$ cat src/rtl/reorder_buffer.sv
// Circular in-order reorder buffer. It allocates tags at issue, captures results from the CDB
// and retires at most one entry per cycle. A mispredicted branch retiring flushes everything.
module reorder_buffer #(
  parameter int ROB_SIZE_BIT = 3
) (
  input  logic                    clk_in,
  input  logic                    rst_in,
  input  logic                    rdy_in,
  input  logic                    issue_valid,
  input  logic [1:0]              issue_type,
  input  logic [4:0]              issue_rd,
  input  logic                    issue_pred_jump,
  output logic                    issue_ready,
  output logic [ROB_SIZE_BIT-1:0] issue_tag,
  input  logic                    cdb_valid,
  input  logic [ROB_SIZE_BIT-1:0] cdb_tag,
  input  logic [31:0]             cdb_val,
  input  logic                    cdb_jump,
  input  logic [31:0]             cdb_target,
  output logic [4:0]              rob_set_idx,
  output logic [31:0]             rob_set_reg_val,
  output logic [ROB_SIZE_BIT-1:0] rob_set_recorder,
  output logic                    store_commit,
  output logic                    rob_clear,
  output logic [31:0]             rob_clear_pc,
  output logic                    rob_empty
);

  localparam int SIZE = 1 << ROB_SIZE_BIT;
  localparam logic [ROB_SIZE_BIT:0] FULL_COUNT = {1'b1, {ROB_SIZE_BIT{1'b0}}};

  typedef enum logic [1:0] {
    TYPE_REG    = 2'd0,
    TYPE_BRANCH = 2'd1,
    TYPE_STORE  = 2'd2,
    TYPE_RSVD   = 2'd3
  } entry_type_t;

  logic [SIZE-1:0]         busy, busy_next;
  logic [SIZE-1:0]         ready, ready_next;
  logic [SIZE-1:0]         pred_jump;
  logic [SIZE-1:0]         act_jump;
  entry_type_t             etype   [SIZE];
  logic [4:0]              erd     [SIZE];
  logic [31:0]             evalue  [SIZE];
  logic [31:0]             etarget [SIZE];

  logic [ROB_SIZE_BIT-1:0] head, tail;
  logic [ROB_SIZE_BIT:0]   count, count_next;

  logic                    commit_go;
  logic                    mispredict;
  logic                    issue_go;
  logic                    cdb_go;
  entry_type_t             head_type;
  logic                    head_is_reg;

  assign issue_ready = (count != FULL_COUNT);
  assign issue_tag   = tail;
  assign rob_empty   = (count == '0);

  // ready is registered: a result written this cycle can only retire next cycle
  assign head_type   = etype[head];
  assign head_is_reg = (head_type == TYPE_REG) || (head_type == TYPE_RSVD);
  assign commit_go   = (count != '0) && ready[head];
  assign mispredict  = commit_go && (head_type == TYPE_BRANCH) &&
                       (act_jump[head] != pred_jump[head]);
  assign issue_go    = issue_valid && issue_ready && !mispredict;
  assign cdb_go      = cdb_valid && busy[cdb_tag] && !mispredict;

  always_comb begin
    busy_next  = busy;
    ready_next = ready;
    if (cdb_go) ready_next[cdb_tag] = 1'b1;
    if (commit_go) begin
      busy_next[head]  = 1'b0;
      ready_next[head] = 1'b0;
    end
    if (issue_go) begin
      busy_next[tail]  = 1'b1;
      ready_next[tail] = 1'b0;
    end
    if (mispredict) begin
      busy_next  = '0;
      ready_next = '0;
    end
  end

  always_comb begin
    count_next = count;
    case ({issue_go, commit_go})
      2'b10:   count_next = count + 1'b1;
      2'b01:   count_next = count - 1'b1;
      default: count_next = count;
    endcase
  end

  always_ff @(posedge clk_in or posedge rst_in) begin
    if (rst_in) begin
      head             <= '0;
      tail             <= '0;
      count            <= '0;
      busy             <= '0;
      ready            <= '0;
      rob_set_idx      <= '0;
      rob_set_reg_val  <= '0;
      rob_set_recorder <= '0;
      store_commit     <= 1'b0;
      rob_clear        <= 1'b0;
      rob_clear_pc     <= '0;
    end else if (rdy_in) begin
      rob_set_idx  <= '0;
      store_commit <= 1'b0;
      rob_clear    <= 1'b0;
      if (commit_go) begin
        rob_set_recorder <= head;
        rob_set_reg_val  <= evalue[head];
        if (head_is_reg) rob_set_idx <= erd[head];
        if (head_type == TYPE_STORE) store_commit <= 1'b1;
        if (mispredict) begin
          rob_clear    <= 1'b1;
          rob_clear_pc <= etarget[head];
        end
      end
      busy  <= busy_next;
      ready <= ready_next;
      if (mispredict) begin
        head  <= '0;
        tail  <= '0;
        count <= '0;
      end else begin
        if (commit_go) head <= head + 1'b1;
        if (issue_go)  tail <= tail + 1'b1;
        count <= count_next;
      end
    end
  end

  // Payload needs no reset: it is only read once the entry is busy and ready.
  always_ff @(posedge clk_in) begin
    if (rdy_in) begin
      if (issue_go) begin
        etype[tail]     <= entry_type_t'(issue_type);
        erd[tail]       <= issue_rd;
        pred_jump[tail] <= issue_pred_jump;
      end
      if (cdb_go) begin
        evalue[cdb_tag]   <= cdb_val;
        act_jump[cdb_tag] <= cdb_jump;
        etarget[cdb_tag]  <= cdb_target;
      end
    end
  end

endmodule

$ cat config.mk
export PLATFORM = sky130hd
export DESIGN_NAME = reorder_buffer
export DESIGN_NICKNAME = d
export VERILOG_FILES = /design/src/rtl/reorder_buffer.sv
export SDC_FILE = /design/constraint.sdc
export NUM_CORES = 1
export LEC_CHECK = 0
export BUFFER_PORTS_ARGS = -buffer_cell sky130_fd_sc_hd__buf_2
export CORE_ASPECT_RATIO = 0.9
export CORE_UTILIZATION = 31
export CTS_BUF_LIST = sky130_fd_sc_hd__clkbuf_16
export DETAILED_ROUTE_END_ITERATION = 8
export SLEW_MARGIN = 25
export SYNTH_ARGS = -nofsm -noshare
export SYNTH_HDL_FRONTEND = slang
export SYNTH_SLANG_ARGS = --single-unit
$ cat constraint.sdc
create_clock -name clk_in -period 5.22 [get_ports clk_in]
set_clock_uncertainty 0.05 [all_clocks]
set_input_delay 1.044 -clock clk_in [delete_from_list [all_inputs] [get_ports clk_in]]
set_output_delay 1.044 -clock clk_in [all_outputs]
set_load 0.03 [all_outputs]
Yosys cells after proc, flatten, opt, wreduce, memory -nomap -nowiden
Memories as Yosys holds them, arrays and structs flattened. A register that Yosys moved wholly into a read port is not among the register bits.
Cells that the tools add are included.
{ "totals": {"reg_bits": 52, "ramBits": 568, "inputBits": 81, "out_inout_bits": 79, "word_cells": 105, "n_memories": 4} }
{ "op_classes": {"add_sub_neg": 4, "magnitude_cmp": 6, "eq_ne": 7, "mux": 41, "bitwise_logic": 7, "n_reduce_logical": 25} }
{ "memory_table": {"columns": ["memory", "depth", "width", "read_ports", "rd_clocked_by_memory_dff", "wr", "line_no", "rtl"], "rows": [
  ["etarget", 8, 32, 1, 1, 1, "46", "logic [31:0] etarget [SIZE];"],
  ["evalue", 8, 32, 1, 1, 1, "45", "logic [31:0] evalue [SIZE];"],
  ["erd", 8, 5, 1, 0, 1, "44", "logic [4:0] erd [SIZE];"],
  ["etype", 8, 2, 1, 0, 1, "43", "entry_type_t etype [SIZE];"]
]} }
{ "ops": {"columns": ["cell", "count"], "rows": [
  ["2-to-1 mux 8 bit", 7],
  ["AND 8 bit", 3],
  ["2-to-1 mux 1 bit", 17],
  ["bitwise mux 8 bit", 2],
  ["inverter 8 bit", 2],
  ["bitwise OR 8 bit", 2],
  ["binary-select mux 1 bit (select 3 bit)", 4],
  ["less-than comparator 3 x 4 -> 1 bit, second input constant", 3],
  ["2-to-1 mux 3 bit", 4],
  ["AND reduction 2 bit", 6],
  ["logical AND 1 bit", 10],
  ["2-to-1 mux 5 bit", 2],
  ["demux 1 bit (select 3 bit)", 3],
  [">= comparator 3 x 1 -> 1 bit, second input constant", 3],
  ["one-hot mux 4 bit (2 select lines)", 1],
  ["adder 3 x 1 -> 3 bit, second input constant", 2],
  ["== test 2 bit, second input constant", 3],
  ["adder 4 x 1 -> 4 bit, second input constant", 1],
  ["== test 2 x 1 -> 1 bit, second input constant", 2],
  ["logical NOT 4 bit", 1],
  ["2-to-1 mux 4 bit", 1],
  ["inequality test 4 bit, second input constant", 1],
  ["nonzero test 2 bit", 2],
  ["nonzero test 4 bit", 1],
  ["7 further kinds", 7]
]} }

Logic depth before layout (Yosys ltp)
{ "logic_depth": {"word_depth": 13, "depth_mapped": 20, "depth_no_buf": 15} }

Least setup slack after synthesis
Ideal clock, no wire load.
{ "synth_path": {"path_type": "reg-to-reg", "start": "register head[1]", "end": "register act_jump[4], enable pin", "setup_ns": 0.419, "arrival_time_ns": 3.976, "required_ns": 4.751, "slack_ns": 0.775, "stages_incl_launch_ff": 14, "path_buffers": 5, "period_less_slack_ns": 4.445, "cell_sequence": "dfrtp_1 > buf_4 > buf_2 > nand2b_1 > nor2_1 > clkbuf_1 > clkbuf_1 > a22oi_1 > and4_1 > ha_1 > o21ai_1 > buf_2 > o21ai_0 > inv_1"} }
{ "synth_via": {"elab_chain_cells": 8, "elab_cells_between_ends": 15, "cone_classes": "2 x eq/ne; 6 x mux; 6 x reduce/logical; 1 x memory"} }
{ "synth_rtl": {"columns": ["item", "line_no", "rtl"], "rows": [
  ["start: declaration", "48", "logic [ROB_SIZE_BIT-1:0] head, tail;"],
  ["start signal: assignment", "132", "if (commit_go) head <= head + 1'b1;"],
  ["parallel branches: the longest is 4 deep, another holds memory (8 x 2 bit)", null, null],
  ["logical AND 1 bit *", "66", "assign mispredict = commit_go && (head_type == TYPE_BRANCH) &&"],
  ["logical NOT 1 bit *", "69", "assign cdb_go = cdb_valid && busy[cdb_tag] && !mispredict;"],
  ["logical AND 1 bit *", "69", null],
  ["AND reduction 2 bit (no line) *", null, null],
  ["end signal: indexed assignment", "149", "act_jump[cdb_tag] <= cdb_jump;"],
  ["end: declaration", "42", "logic [SIZE-1:0] act_jump;"]
]} }
Mark *: on every way between the ends. The select of a mux whose other input is x is not followed.
A chain may end at the register's enable or synchronous reset.

Final worst setup path
{ "layout_path": {"start": "register head[1]", "end": "register count[3]"} }
{ "layout_via": {"elab_chain_cells": 10, "elab_cells_between_ends": 20, "cone_classes": "4 x eq/ne; 8 x mux; 7 x reduce/logical; 1 x memory"} }
{ "layout_rtl": {"columns": ["item", "line_no", "rtl"], "rows": [
  ["parallel branches: the longest is 10 deep, another holds memory (8 x 2 bit)", null, null],
  ["end signal: assignment", "134", "count <= count_next;"],
  ["end: declaration", "49", "logic [ROB_SIZE_BIT:0] count, count_next;"]
]} }
Parallel ways; which one is timed is not known. The select of a mux whose other input is x is not followed.

==> impl_summary.md <==
Clock tree
In this run, post-CTS hold repair placed 0 buffers. In this run, post-CTS repair resized a total of 0 instances. No sink is reached through more buffers than the 3 on the longest clock path. Buffers inserted during clock tree synthesis total 72. The clock root buffer is sky130_fd_sc_hd__clkbuf_16.

The number of H-tree branching levels is 3. The buffers inserted during post-CTS setup optimization is 0. The sink count of the clock tree is 684. The latest clock arrival within the worst-skew pair is 0.62 ns. After clock tree synthesis, the clock-pin slew on the worst setup and hold paths is 0.06 ns.

TritonCTS built the clock tree.

Logic synthesis
The per-instance average area after synthesis is 17.18 µm². The count of synthesis-stage warnings from yosys is 0. Yosys mapped a number of flops with a built-in enable equal to 584. In the synthesized netlist the async set-or-reset flop fraction comes to 0.1462.

In the post-synthesis netlist, the cell with the most instances is sky130_fd_sc_hd__edfxtp_1. The synthesized flop and latch total is 684. Yosys attributes the largest share of cell area to sky130_fd_sc_hd__edfxtp_1 69%, sky130_fd_sc_hd__dfrtp_1 9.9%, sky130_fd_sc_hd__a22oi_1 3.6%. By count the netlist is led by 584 x sky130_fd_sc_hd__edfxtp_1, 122 x sky130_fd_sc_hd__a22oi_1, 100 x sky130_fd_sc_hd__dfrtp_1.

In the synthesized netlist the dominant register cell turns out to be sky130_fd_sc_hd__edfxtp_1. The netlist uses 63 different library cells. The synthesized net count is 1558. The netlist area before placement is 25280 µm². The post-synthesis cell type with the largest combined area is sky130_fd_sc_hd__edfxtp_1. The instance count of the mapped netlist is 1471. The area share of the largest cell type after synthesis is 0.6938. The sequential-to-total area share from yosys stat is 0.7928.

Timing
For this run, the top clock speed supported by timing is 250.2 MHz. In this run the tightest slew margin relative to its limit is 0.3176. The transition at the pin with the smallest max-transition slack is 1.024 ns. The share of the clock period used by the worst path is 0.7657.

The post-layout minimum cycle time is 3.997 ns. The final-report max-slew violation count was 0. The total negative slack is 0 ns. The number of hold violations in the final report is 0. The count of endpoints failing setup in the final report is 0. Setup repair after global routing left no endpoint under its margin.

Power and ir drop
Dividing total power by cell area gives a power density of 538.4 nW/µm². The highest ir drop seen on vdd is 360.6 µV. The reported leakage power is 10.24 nW.

Drt
Once detail routing completed, the nets flagged for antenna violations numbered 0. The number of DRC violations after detailed-routing iteration 0 is 1311. After detailed routing, the average wire length per cell comes to 24.05 µm. Dividing the detail-routed via count by the number of cells gives 5.295. Before antenna repair, the detailed router went through 5 iterations. The total detailed-routing wirelength is 66400 µm. Detailed routing inserted a total of 14620 vias. In the routed design, unresolved DRC markers number 0.

Global routing
The initial antenna violation count is 9. The wire length of the first global-routing pass is 97680 µm. After global routing the overflow that remains totals 0. The pin count of the biggest net entering global routing is 82.

The total routing resource utilization after global routing is 0.1589. The via count of the first global-routing pass is 14736.

Place
Summed over all nets, the half-perimeter wirelength after detailed placement is 38730 µm. The post-place instance area is 27530 µm². Routability-driven placement finished with a final weighted congestion of 0.8654. Buffers placed on the I/O ports in this run total 159.

Critical path
The sort of element at the end of the critical path is a flop. The number of cells on the worst reg-to-reg path is 15. The capturing point of the worst reg2reg path is count[3]. The setup path with the least slack is of type reg -> reg.

Across all register-to-register paths, the minimum setup slack is 1.22 ns. Data on the critical path arrives at its endpoint at 4.46 ns. In this run the worst path has a maximum fanout of 34. The worst path required time is 5.68 ns. The worst setup path is launched from a flop.

The start of the worst register-to-register path is head[1].

Floorplanning
The die outline area is 82690 µm². The effective utilization at floorplan is 0.3157. The die is 272.9 µm tall. The number of top-level design ports is 160. The core area is 80070 µm². The width of the die is 303 µm. The floorplan row count is 98.

Finish
The net count of the finished layout is 1737. The layout overhead on the synthesized area is 18.23%. The finished cells cover 29890 µm². In the final layout, the share of cells above drive strength 1 is 0.2060.

Flow run
The number of maximum-capacitance violations is 0.

Worst hold path
The worst hold path belongs to the class reg -> reg. The worst hold path terminates at rob_set_reg_val[6]. Along the worst hold path, the cell count comes to 1. The worst hold path begins at rob_set_reg_val[6].

Run status
The flow ran to the end, and the final reports show no timing, DRC or antenna violations.
[area by class of cell]
class                           instances  area [µm²]
Fill cell                            7326       50180
Sequential cell                       684       20040
Multi-Input combinational cell        657        4823
Clock buffer                           73        1827
Tap cell                             1050        1314
Timing Repair Buffer                  196        1186
Clock inverter                         60       518.0
Inverter                               39       173.9
Antenna cell                            2       5.005
[logic make-up after synthesis]
logic type                 synth area share
xor gates and xnor gates          0.0006931
adders and majority gates          0.002970
muxes                               0.01777
DFF                                  0.7928
AOI/OAI and AO/OA                    0.1362
buffers and inverters               0.02029
and+or+nand+nor                     0.02930
[routing by layer]
metal | track usage | vias to the layer above | wire length, µm
met5 | 0 | - | 85
met1 | 0.2179 | 7550 | 28880
met2 | 0.2503 | 542 | 31050
li1 | - | 6383 | -
met3 | 0.03665 | 131 | 4604
met4 | 0.04800 | 14 | 1775
[placed cells by master, fill, tap and decap left out, types with 11 or more instances in the layout]
master                      count
sky130_fd_sc_hd__edfxtp_1     584
sky130_fd_sc_hd__buf_2        159
sky130_fd_sc_hd__a22oi_1      122
sky130_fd_sc_hd__dfrtp_1       99
sky130_fd_sc_hd__clkbuf_16     73
sky130_fd_sc_hd__a221oi_1      63
sky130_fd_sc_hd__a22o_1        60
sky130_fd_sc_hd__nor2_1        57
sky130_fd_sc_hd__inv_1         48
sky130_fd_sc_hd__a31oi_1       33
sky130_fd_sc_hd__a21o_1        32
sky130_fd_sc_hd__a21oi_1       29
sky130_fd_sc_hd__buf_4         28
sky130_fd_sc_hd__nand2_1       27
sky130_fd_sc_hd__a41oi_1       27
sky130_fd_sc_hd__o21ai_0       23
sky130_fd_sc_hd__mux2i_1       19
sky130_fd_sc_hd__o22ai_1       18
sky130_fd_sc_hd__nand3_1       15
sky130_fd_sc_hd__clkinv_1      13
sky130_fd_sc_hd__a211oi_1      12
sky130_fd_sc_hd__clkinv_2      12
sky130_fd_sc_hd__mux2_2        11
[flip-flops by register name (all words and copies together) (netlist names)]
name              cells
act_jump              8
busy                  8
count                 4
erd                  40
etarget             256
etype                16
evalue              256
head                  3
issue_tag             3
pred_jump             8
ready                 8
rob_clear             1
rob_clear_pc         32
rob_set_idx           5
rob_set_recorder      3
rob_set_reg_val      32
store_commit          1
[where the power goes]
part	leakage [nW]	switching, mW	internal, mW
registers	6.51	0.336	6.42
logic	2.53	2.91	1.41
clock network	1.21	2.10	2.91
total	10.2	5.35	10.7
[worst max-delay path, cell delays in order (launching register included)]
cell and delay (ns):
sky130_fd_sc_hd__dfrtp_1 0.79, sky130_fd_sc_hd__buf_12 0.28, sky130_fd_sc_hd__nand2b_1 0.28, sky130_fd_sc_hd__nor2_4 0.07, sky130_fd_sc_hd__a22oi_1 0.25, sky130_fd_sc_hd__and4_1 0.26
sky130_fd_sc_hd__ha_1 0.26, sky130_fd_sc_hd__o21ai_1 0.09, sky130_fd_sc_hd__buf_4 0.19, sky130_fd_sc_hd__a21oi_2 0.17, sky130_fd_sc_hd__ha_1 0.31, sky130_fd_sc_hd__and3_1 0.20
sky130_fd_sc_hd__o21ai_0 0.15, sky130_fd_sc_hd__mux2i_1 0.10, sky130_fd_sc_hd__or2_2 0.28, sky130_fd_sc_hd__o221ai_1 0.16
[through the flow]
stage | util | cells | setup slack, ns | hold WS [ns] | total power [mW]
after floorplan | - | 1471 | 0.7747 | 0.4227 | 9.569
after global placement | 0.3435 | 2626 | 1.258 | 0.4069 | 11.12
after detailed placement | 0.3438 | 2626 | 1.287 | 0.4105 | 11.19
after CTS | 0.3731 | 2759 | 1.243 | 0.4245 | 16.21
after global routing | 0.3732 | 2760 | 1.031 | 0.4394 | 16.74
final | 0.3733 | 2761 | 1.223 | 0.4205 | 16.09
[how the worst max path moves through the flow]
stage | start | endpoint
after detailed placement | head[1] | count[3]
after floorplan | head[1] | act_jump[4]
after CTS | head[1] | count[3]
final | head[1] | count[3]
after global routing | head[1] | count[3]
after global placement | head[1] | erd[4][4]
Power figures use the tool's default switching activity.
